`src/rtl/ssd_mux_driver_pkg.sv`:
```
// ---------------------------------------------------------------------------
// ssd_mux_driver_pkg
// Shared definitions for the two-digit seven-segment driver:
//   SEG_0..SEG_F  active-high segment patterns, bit 0 = a ... bit 6 = g
//   SEG_OFF       all segments dark
//   SEL_LSB/MSB   encoding of the digit-select output
// ---------------------------------------------------------------------------
package ssd_mux_driver_pkg;

    localparam logic [6:0] SEG_0   = 7'h3F;
    localparam logic [6:0] SEG_1   = 7'h06;
    localparam logic [6:0] SEG_2   = 7'h5B;
    localparam logic [6:0] SEG_3   = 7'h4F;
    localparam logic [6:0] SEG_4   = 7'h66;
    localparam logic [6:0] SEG_5   = 7'h6D;
    localparam logic [6:0] SEG_6   = 7'h7D;
    localparam logic [6:0] SEG_7   = 7'h07;
    localparam logic [6:0] SEG_8   = 7'h7F;
    localparam logic [6:0] SEG_9   = 7'h6F;
    localparam logic [6:0] SEG_A   = 7'h77;
    localparam logic [6:0] SEG_B   = 7'h7C;
    localparam logic [6:0] SEG_C   = 7'h39;
    localparam logic [6:0] SEG_D   = 7'h5E;
    localparam logic [6:0] SEG_E   = 7'h79;
    localparam logic [6:0] SEG_F   = 7'h71;
    localparam logic [6:0] SEG_OFF = 7'h00;

    localparam logic SEL_LSB = 1'b0;
    localparam logic SEL_MSB = 1'b1;

endpackage

```
`src/rtl/ssd_hex_decoder.sv`:
```
// ---------------------------------------------------------------------------
// ssd_hex_decoder
// Purely combinational hex nibble to seven-segment decoder (active high).
// Ports:
//   nibble  in  4  hex value 0..F
//   seg     out 7  segment pattern, [0]=a ... [6]=g
// ---------------------------------------------------------------------------
module ssd_hex_decoder
    import ssd_mux_driver_pkg::*;
(
    input  logic [3:0] nibble,
    output logic [6:0] seg
);

    always_comb begin
        seg = SEG_OFF;
        case (nibble)
            4'h0: seg = SEG_0;
            4'h1: seg = SEG_1;
            4'h2: seg = SEG_2;
            4'h3: seg = SEG_3;
            4'h4: seg = SEG_4;
            4'h5: seg = SEG_5;
            4'h6: seg = SEG_6;
            4'h7: seg = SEG_7;
            4'h8: seg = SEG_8;
            4'h9: seg = SEG_9;
            4'hA: seg = SEG_A;
            4'hB: seg = SEG_B;
            4'hC: seg = SEG_C;
            4'hD: seg = SEG_D;
            4'hE: seg = SEG_E;
            4'hF: seg = SEG_F;
            default: seg = SEG_OFF;
        endcase
    end

endmodule

```
`src/rtl/ssd_mux_driver.sv`:
```
// ---------------------------------------------------------------------------
// ssd_mux_driver
// Time-multiplexed driver for a two-digit seven-segment display. An 8-bit
// value arrives over valid/ready into a one-entry pending buffer; it is moved
// into the displayed register only at a frame boundary (end of the MSB
// phase, or any cycle while disabled) so a frame never mixes old and new
// digits. Each digit phase starts with a blank gap to suppress ghosting.
//
// Handshake: a transfer happens on a rising clk edge where value_valid and
// value_ready are both 1. value_ready is simply !pend_full (a register), so
// it never depends combinationally on value_valid. The source holds value_in
// stable from raising value_valid until the transfer.
//
// Ports:
//   clk          in   1  system clock
//   rst_n        in   1  asynchronous active-low reset
//   enable       in   1  1 = scan digits, 0 = dark with sel held at LSB
//   lz_blank     in   1  1 = blank the MSB digit when its nibble is 0
//   value_in     in   8  [3:0] LSB digit, [7:4] MSB digit
//   value_valid  in   1  value_in is valid
//   value_ready  out  1  driver can accept value_in this cycle
//   sel          out  1  0 = LSB digit, 1 = MSB digit
//   digit        out  7  segments, active high, registered and aligned with sel
// ---------------------------------------------------------------------------
module ssd_mux_driver
    import ssd_mux_driver_pkg::*;
#(
    parameter int REFRESH_DIV  = 100000,
    parameter int BLANK_CYCLES = 1000,
    parameter int CNT_W        = 17
) (
    input  logic       clk,
    input  logic       rst_n,
    input  logic       enable,
    input  logic       lz_blank,
    input  logic [7:0] value_in,
    input  logic       value_valid,
    output logic       value_ready,
    output logic       sel,
    output logic [6:0] digit
);

    localparam logic [CNT_W-1:0] CNT_LAST  = CNT_W'(REFRESH_DIV - 1);
    localparam logic [CNT_W-1:0] BLANK_LIM = CNT_W'(BLANK_CYCLES);

    logic [CNT_W-1:0] cnt;
    logic [CNT_W-1:0] cnt_next;
    logic             sel_next;
    logic [7:0]       disp;
    logic [7:0]       disp_next;
    logic [7:0]       pend;
    logic             pend_full;
    logic             pend_full_next;
    logic             xfer;
    logic             boundary;
    logic             take;
    logic [3:0]       nibble;
    logic [6:0]       seg;
    logic [6:0]       digit_next;

    assign value_ready = ~pend_full;

    always_comb begin
        xfer           = value_valid && value_ready;
        // While disabled every cycle is a frame boundary, so a buffered value
        // still reaches disp and the handshake keeps flowing.
        boundary       = !enable || ((sel == SEL_MSB) && (cnt == CNT_LAST));
        take           = boundary && pend_full;
        disp_next      = take ? pend : disp;
        // xfer implies the buffer is empty, so it can never coincide with take.
        pend_full_next = pend_full;
        if (xfer) begin
            pend_full_next = 1'b1;
        end else if (take) begin
            pend_full_next = 1'b0;
        end

        cnt_next = cnt + CNT_W'(1);
        sel_next = sel;
        if (!enable) begin
            cnt_next = '0;
            sel_next = SEL_LSB;
        end else if (cnt == CNT_LAST) begin
            cnt_next = '0;
            sel_next = ~sel;
        end

        // The digit register is computed from next-state values so the
        // pattern on digit always matches the sel and cnt shown alongside it.
        nibble     = (sel_next == SEL_MSB) ? disp_next[7:4] : disp_next[3:0];
        digit_next = seg;
        if (!enable || (cnt_next < BLANK_LIM) ||
            ((sel_next == SEL_MSB) && lz_blank && (disp_next[7:4] == 4'h0))) begin
            digit_next = SEG_OFF;
        end
    end

    ssd_hex_decoder u_hex_decoder (
        .nibble (nibble),
        .seg    (seg)
    );

    always_ff @(posedge clk or negedge rst_n) begin
        if (!rst_n) begin
            cnt       <= '0;
            sel       <= SEL_LSB;
            digit     <= SEG_OFF;
            disp      <= 8'h00;
            pend      <= 8'h00;
            pend_full <= 1'b0;
        end else begin
            cnt       <= cnt_next;
            sel       <= sel_next;
            digit     <= digit_next;
            disp      <= disp_next;
            pend_full <= pend_full_next;
            if (xfer) begin
                pend <= value_in;
            end
        end
    end

endmodule

```
`config.mk`:
```
export PLATFORM = sky130hd
export DESIGN_NAME = ssd_mux_driver
export DESIGN_NICKNAME = d
export VERILOG_FILES = /design/src/rtl/ssd_mux_driver_pkg.sv /design/src/rtl/ssd_hex_decoder.sv /design/src/rtl/ssd_mux_driver.sv
export SDC_FILE = /design/constraint.sdc
export NUM_CORES = 1
export LEC_CHECK = 0
export CAP_MARGIN = 20
export CORE_MARGIN = 10
export CORE_UTILIZATION = 54
export CTS_BUF_LIST = sky130_fd_sc_hd__clkbuf_2
export DETAILED_ROUTE_END_ITERATION = 16
export PLACE_DENSITY = 0.83
export SLEW_MARGIN = 20
export SYNTH_ARGS = -nofsm -noshare
export SYNTH_HDL_FRONTEND = slang
export SYNTH_SLANG_ARGS = --single-unit
```
`constraint.sdc`:
```
create_clock -name clk -period 7.65 [get_ports clk]
set_input_delay 1.53 -clock clk [delete_from_list [all_inputs] [get_ports clk]]
set_output_delay 1.53 -clock clk [all_outputs]
set_load 0.05 [all_outputs]
```
==> results of run 1 <==
==> final timing paths <==
| path | end | slack [ns] | depth (start not counted) |
|---|---|---|---|
| setup / recovery | digit[3] | 3.99 | 13 |
| hold / removal | disp[1] | 0.54 | 1 |
| setup reg to reg | digit[3] | 3.99 | 13 |
| hold reg to reg | disp[1] | 0.54 | 1 |
| max in group asynchronous | cnt[8] | 5.89 | 1 |
| min in group asynchronous | cnt[11] | 1.18 | 1 |
==> layer usage <==
metal | GRT usage (%) | vias to the layer above | part of all wire [%]
li1 | - | 848 | -
met1 | 18.1 | 860 | 46
met2 | 20.2 | 53 | 46
met3 | 3.28 | 11 | 5.3
met5 | 0 | - | 0
met4 | 4.86 | 0 | 1.9
==> through the flow <==
stage | utilization, % | cells | worst slack [ns]
CTS | 61.4 | 296 | 3.99
finish | 61.4 | 296 | 3.99
global placement | 60.2 | 288 | 3.66
floorplan | - | 226 | 4.38
global route | 61.4 | 296 | 3.63
detailed placement | 60.2 | 288 | 3.59
==> power breakdown <==
group	internal, uW	switching (uW)
Sequential	252	22.8
Clock	26.5	85.4
Combinational	78.1	84.0
Total	357	192
==> cells in the final DEF, fill, tap and decap left out, types with 2 or more instances in the layout <==
cell type	synthesis	final
mux4_2	3	3
nand4_1	5	5
mux2i_1	2	2
clkbuf_2	0	5
inv_1	8	8
nor2b_1	3	3
or2_2	4	4
a31o_2	2	2
nor3b_1	2	2
mux2_2	17	17
clkdlybuf4s50_1	0	20
nor3_1	4	4
ha_1	8	8
nand2b_1	4	4
xnor2_1	10	10
nand2_1	15	15
xor2_1	4	4
or4_1	2	2
a211oi_1	2	2
a21oi_1	8	8
nand4_2	2	2
inv_6	0	3
a22o_1	2	2
nand3_1	8	8
dfrtp_1	42	42
nor4_1	2	2
o21ai_0	5	5
or3_1	3	3
nor2_1	24	24
==> sequential cells by signal, summed over array words and instances, names as in the netlist <==
name / count
pend_full: 1
sel: 1
cnt: 17
pend: 8
digit: 7
disp: 8
==> cells in the mapped netlist, types with 4 or more instances <==
master / instances
a21oi_1: 8
buf_2: 5
clkbuf_1: 6
dfrtp_1: 42
ha_1: 8
inv_1: 8
mux2_2: 17
nand2_1: 15
nand2b_1: 4
nand3_1: 8
nand4_1: 5
nor2_1: 24
nor3_1: 4
o21ai_0: 5
or2_2: 4
xnor2_1: 10
xor2_1: 4
==> logic make-up after synthesis <==
logic type      Yosys count  share of synthesized area [%]
compound gates           36                           12.2
mux                      22                           11.7
simple gates             85                           19.3
flops                    42                           44.1
fa+ha+maj                 8                           4.20
xor+xnor                 14                           5.15
buf+inv                  19                           3.26
==> area by class of cell <==
class	count	area [um^2]	share of cell area, %
Tap cell	52	65.1	2.45
Sequential cell	42	1050	39.6
Inverter	8	30.0	1.13
Clock inverter	3	26.3	0.990
Clock buffer	5	25.0	0.943
Timing Repair Buffer	21	205	7.73
Multi-Input combinational cell	165	1250	47.2
==> critical path: cells and delay by family (launching register included) <==
family / cells / cell delay (ns)
AOI/OAI and AO/OA: 2 / 0.30
adders and majority gates: 3 / 0.81
buffers and inverters: 1 / 0.09
DFF: 1 / 0.53
muxes: 1 / 0.52
and+or+nand+nor: 6 / 1.37
==> summary.txt, run 1 <==
Setup path
  – CP required: 8.05 ns
  – Crit path launch type: flop
  – Cell Chain, Critical Path: ha_1 -> nand2b_1 -> nand4b_1 -> nor3_1 -> ha_1 -> nand2b_1 -> nand2_1 -> mux4_2 -> inv_1 -> ha_1 -> or2_2 -> a21o_1 -> a21oi_1
  – Most frequent CP cell: ha_1
  – CP peak stage delay: 0.53 ns
  – CP Class: reg -> reg
  – Critical Path Start: cnt[0]
  – Crit. End Element: flop
  – Largest fanout on the critical path: 12
  – Arrival time worst endpoint: 4.05 ns
  – R2r startpoint: cnt[0]
  – Slowest CP cell: dfrtp_1

Floorplanning
  – Chip width: 86.4 um
  – Die H: 86.4 um
  – Die area: 0.00746 mm^2
  – Initial Util: 55.1%
  – Io pins: 22
  – Row count: 24
  – Placeable Area: 0.00432 mm^2

Timing
  – Slew headroom: 38.1%
  – RSZ-0062 raised after global routing: false
  – Setup Total Neg Slack: 0 ns
  – Hold WS: 0.543 ns
  – # setup viols final: 0
  – Clock skew: 0.0200 ns
  – Min Tclk post-route: 3.66 ns
  – Worst slew pin tran: 0.929 ns
  – Crit share post-route: 47.8%
  – Final hold violation count: 0
  – Final max-slew violation count: 0
  – FMAX: 0.273 GHz

Logic synthesis
  – Synth Flop Type: dfrtp_1
  – Ys async rst share: 100%
  – Synth Cell Area: 0.00238 mm^2
  – Mean post-synth cell area: 10.5 um^2
  – Post-synthesis register bit count: 42
  – Sequential area share after synthesis: 44.1%
  – Largest area contributor in the netlist: dfrtp_1
  – Post-synthesis cell count: 226
  – Cell variety after synth: 52
  – Syn_nets: 247
  – Yosys warns: 0
  – Top area cells in the synthesized netlist: dfrtp_1, mux2_2, ha_1, nor2_1, xnor2_1
  – Top cell type's share of synthesized area: 44.1%
  – Post-synth EDFFs: 0

Drt
  – Drt pass-1 iters: 4
  – Final ANT Viol Nets: 0
  – Initial DRC Count: 133
  – Per-cell routed wire length: 16.2 um
  – Final WL: 4780 um
  – Via count: 1772
  – DR DRC count: 0
  – Via density per instance: 5.99

Run status
  – Status: complete, no violations

Job
  – Maxcap violations: 0

Placement
  – GP Congestion: 0.828
  – IO Port Bufs: 21
  – Cell Area, Placed: 0.00260 mm^2
  – HPWL after DPL: 3520 um

Clock network
  – Clock buffer depth: 2
  – Later-pin clock latency in the skew report: 0.44 ns
  – Postcts setup bufs: 0
  – CTS tree: done
  – Hold_buf cts: 0
  – CTS clk-pin slew, worst paths: 0.25 ns
  – Number of buffers created by CTS: 5
  – H-Tree Depth: 2
  – CTS root buffer: clkbuf_2
  – PostCTS Resize Cnt: 0
  – CTS sink cnt: 42

Pwr
  – Tot Pwr: 549 uW
  – Worst VDD drop: 0.000157 V
  – Pleak: 0.00109 uW
  – Pwr per Cell Area: 207 mW/mm^2

Global routing
  – Initial antenna violation count: 0
  – Total GRT Usage: 13.4%
  – Vias in the first global route: 1706
  – First-pass GRT wire length: 8250 um
  – Largest net degree at the start of global routing: 43
  – Remaining global-route overflow: 0

Final layout
  – Layout Nets: 264
  – FILL cells: 376
  – Area growth syn-to-layout: 11.5%
  – Layout cells sized above 1: 18.4%
  – Inserted Diodes: 0
  – Layout Cell Area excl Fill: 0.00266 mm^2

Min path
  – Min-delay worst type: reg -> reg
  – Hold_sp: disp[1]
No activity file was read; power rests on OpenSTA's default activity.
==> run 2: changes to the inputs <==
PLACE_DENSITY = 0.86   (was 0.83)
clock period = 3.2 ns   (was 7.65 ns; I/O delays follow)
==> run 2 against run 1 <==
- sequential power grew 140%
- sequential share of layout area shrank 2.3 points
- clock-buffer cell count is the same
- combinational power grew to 2.7 times the previous value
- design area grew 6.2%
- global-route usage shrank 0.087 points
- setup slack lost 3.8 ns
- wire length grew 6.3%
- non-clock buffer count grew 19
- clock skew grew 0.017 ns
- die area is the same
- critical endpoint unchanged
- via count grew 5.8%
==> summary.txt, run 2 (synthesis gave the netlist of run 1 again) <==
Final layout
  – Fin cells: 315 (+6.4%)
  – Post-layout util: 65.2% (+3.8 points)
  – Largest register FFs: 17 (unchanged)
  – Top flop regs: cnt (17), disp (8), pend (8)
  – Largest reg by FF count: cnt
  – Commonest non-fill, non-tap cells in the layout: dfrtp_1, nor2_1, clkdlybuf4s50_1
  – Layout cells sized above 1: 25.9% (+7.4 points)
  – Layout Nets: 283 (+7.2%)
  – Area growth syn-to-layout: 18.4%
  – Inserted Diodes: 0 (unchanged)
  – FILL cells: 347 (-7.7%)
  – Commonest non-fill, non-tap cell in the layout: dfrtp_1

Drt
  – Via count: 1874 (+5.8%)
  – Via density per instance: 5.95 (-0.62%)
  – Final ANT Viol Nets: 0 (unchanged)
  – Per-cell routed wire length: 16.1 um (about the same)
  – Drt pass-1 iters: 5 (+1)
  – Initial DRC Count: 220 (+65%)
  – DR DRC count: 0 (unchanged)
  – Final WL: 5090 um (+6.3%)

Clock network
  – Number of buffers created by CTS: 5 (unchanged)
  – CTS tree: done
  – Clock buffer depth: 2 (unchanged)
  – Later-pin clock latency in the skew report: 0.44 ns (about the same)
  – H-Tree Depth: 2 (unchanged)
  – Hold_buf cts: 0 (unchanged)
  – CTS clk-pin slew, worst paths: 0.26 ns (about the same)
  – CTS sink cnt: 42 (unchanged)
  – CTS root buffer: clkbuf_2

Timing
  – Clock skew: 0.0367 ns (+0.0166 ns)
  – Final hold violation count: 0 (unchanged)
  – Crit share post-route: 93.6% (+46 points)
  – Min Tclk post-route: 2.99 ns (-0.663 ns)
  – Setup WS post-layout: 0.205 ns (-3.79 ns)
  – # setup viols final: 0 (unchanged)
  – Final max-slew violation count: 0 (unchanged)
  – Slew headroom: 38.4% (+0.35 points)
  – FMAX: 0.334 GHz (+22%)
  – Worst slew pin tran: 0.923 ns (-0.00526 ns)

Pwr
  – Worst VDD drop: 0.000468 V (+200%)
  – Sw frac: 34.9% (-0.11 points)
  – Sequential Power Share: 48.4% (-1.7 points)
  – Pleak: 0.00120 uW (+9.7%)
  – Gate power share: 31.9% (+2.4 points)
  – Sw power: 473 uW (+150%)
  – Tot Pwr: 1360 uW (+150%)
  – Cell-internal power: 883 uW (+150%)
  – Pwr per Cell Area: 481 mW/mm^2 (+130%)
  – Clk pwr share: 19.7% (-0.7 points)

Setup path
  – Largest fanout on the critical path: 6 (-6)
  – Crit path launch type: flop
  – Arrival time worst endpoint: 3.39 ns (-0.66 ns)
  – CP Class: reg -> reg
  – Crit. End Element: flop
  – CP required: 3.60 ns (-4.45 ns)

Global routing
  – Total GRT Usage: 13.3% (-0.087 points)
  – Initial antenna violation count: 0 (unchanged)
  – Vias in the first global route: 1759 (+3.1%)
  – First-pass GRT wire length: 8220 um (-0.25%)
  – Remaining global-route overflow: 0 (unchanged)
  – Largest net degree at the start of global routing: 43 (unchanged)

Floorplanning
  – Placeable Area: 0.00432 mm^2 (unchanged)
  – Row count: 24 (unchanged)
  – Io pins: 22 (unchanged)
  – Die H: 86.4 um (unchanged)
  – Initial Util: 55.1% (unchanged)
  – Chip width: 86.4 um (unchanged)
  – Die area: 0.00746 mm^2 (unchanged)

Placement
  – GP Congestion: 0.909 (+9.8%)
  – IO Port Bufs: 21 (unchanged)
  – HPWL after DPL: 3580 um (+1.6%)
  – DP Cell Count: 302 (+4.9%)
  – Pre-CTS setup slack: 0.0687 ns (-3.52 ns)

Min path
  – Min-delay worst type: in -> async

Run status
  – Status: complete, no violations

Job
  – Maxcap violations: 0 (unchanged)
-- run 2: timing repair --
item | in CTS | in global routing
gates resized for setup | 0 | 4
endpoints found under the setup margin | 0 | 7
buffers inserted | 0 | 5
endpoints found under the hold margin | 0 | 0
-- run 2: stage by stage --
step                instance area (um^2)  hold slack [ns]  TNS (ns)
floorplan                           2390            0.344         0
global placement                    2720            0.482         0
detailed placement                  2720            0.489         0
CTS                                 2770            0.314         0
global route                        2820            0.342  -0.00501
finish                              2820            0.286         0
-- run 2: worst max-delay path, cell delays in order, from the launching register on --
cell	delay, ns
dfrtp_1	0.45
nand3_1	0.12
or4_1	0.47
nor3_2	0.16
ha_1	0.19
nand2b_2	0.18
nand2_4	0.10
mux4_2	0.40
inv_1	0.09
ha_1	0.20
or2_2	0.29
a21o_1	0.17
a21oi_1	0.14
-- run 2: per-layer routing --
layer / vias to the layer above / share of wire, % / GRT usage, %
met1: 909 / 46 / 17.2
met5: - / 0 / 0
met4: 0 / 1.7 / 6.48
met3: 11 / 5.0 / 2.63
met2: 70 / 48 / 20.7
li1: 884 / - / -
-- run 2: power by group through the flow --
stage | clock network, uW | logic [uW] | registers [uW]
after floorplan | 0 | 316 | 648
after global placement | 0 | 407 | 659
after detailed placement | 0 | 421 | 664
after CTS | 274 | 423 | 654
after global routing | 297 | 475 | 667
final | 267 | 433 | 656
-- run 2: cell type report --
class                   instances  area, um^2  share of cell area, %
clock buffers                   5        25.0                  0.888
inverters                       8        30.0                   1.07
multi-input cells             165        1270                   45.2
clock inverters                 3        26.3                  0.932
well taps                      52        65.1                   2.31
repair buffers                 40         348                   12.3
flip-flops and latches         42        1050                   37.3
-- run 2: worst paths after layout --
kind,slack [ns],cells past startpoint,from,endpoint
setup reg to reg,0.21,12,cnt[15],digit[3]
min in group clk,0.54,1,disp[2],disp[2]
hold reg to reg,0.54,1,disp[2],disp[2]
hold / removal,0.29,1,rst_n,digit[2]
max in group asynchronous,2.32,1,rst_n,cnt[9]
setup / recovery,0.21,12,cnt[15],digit[3]
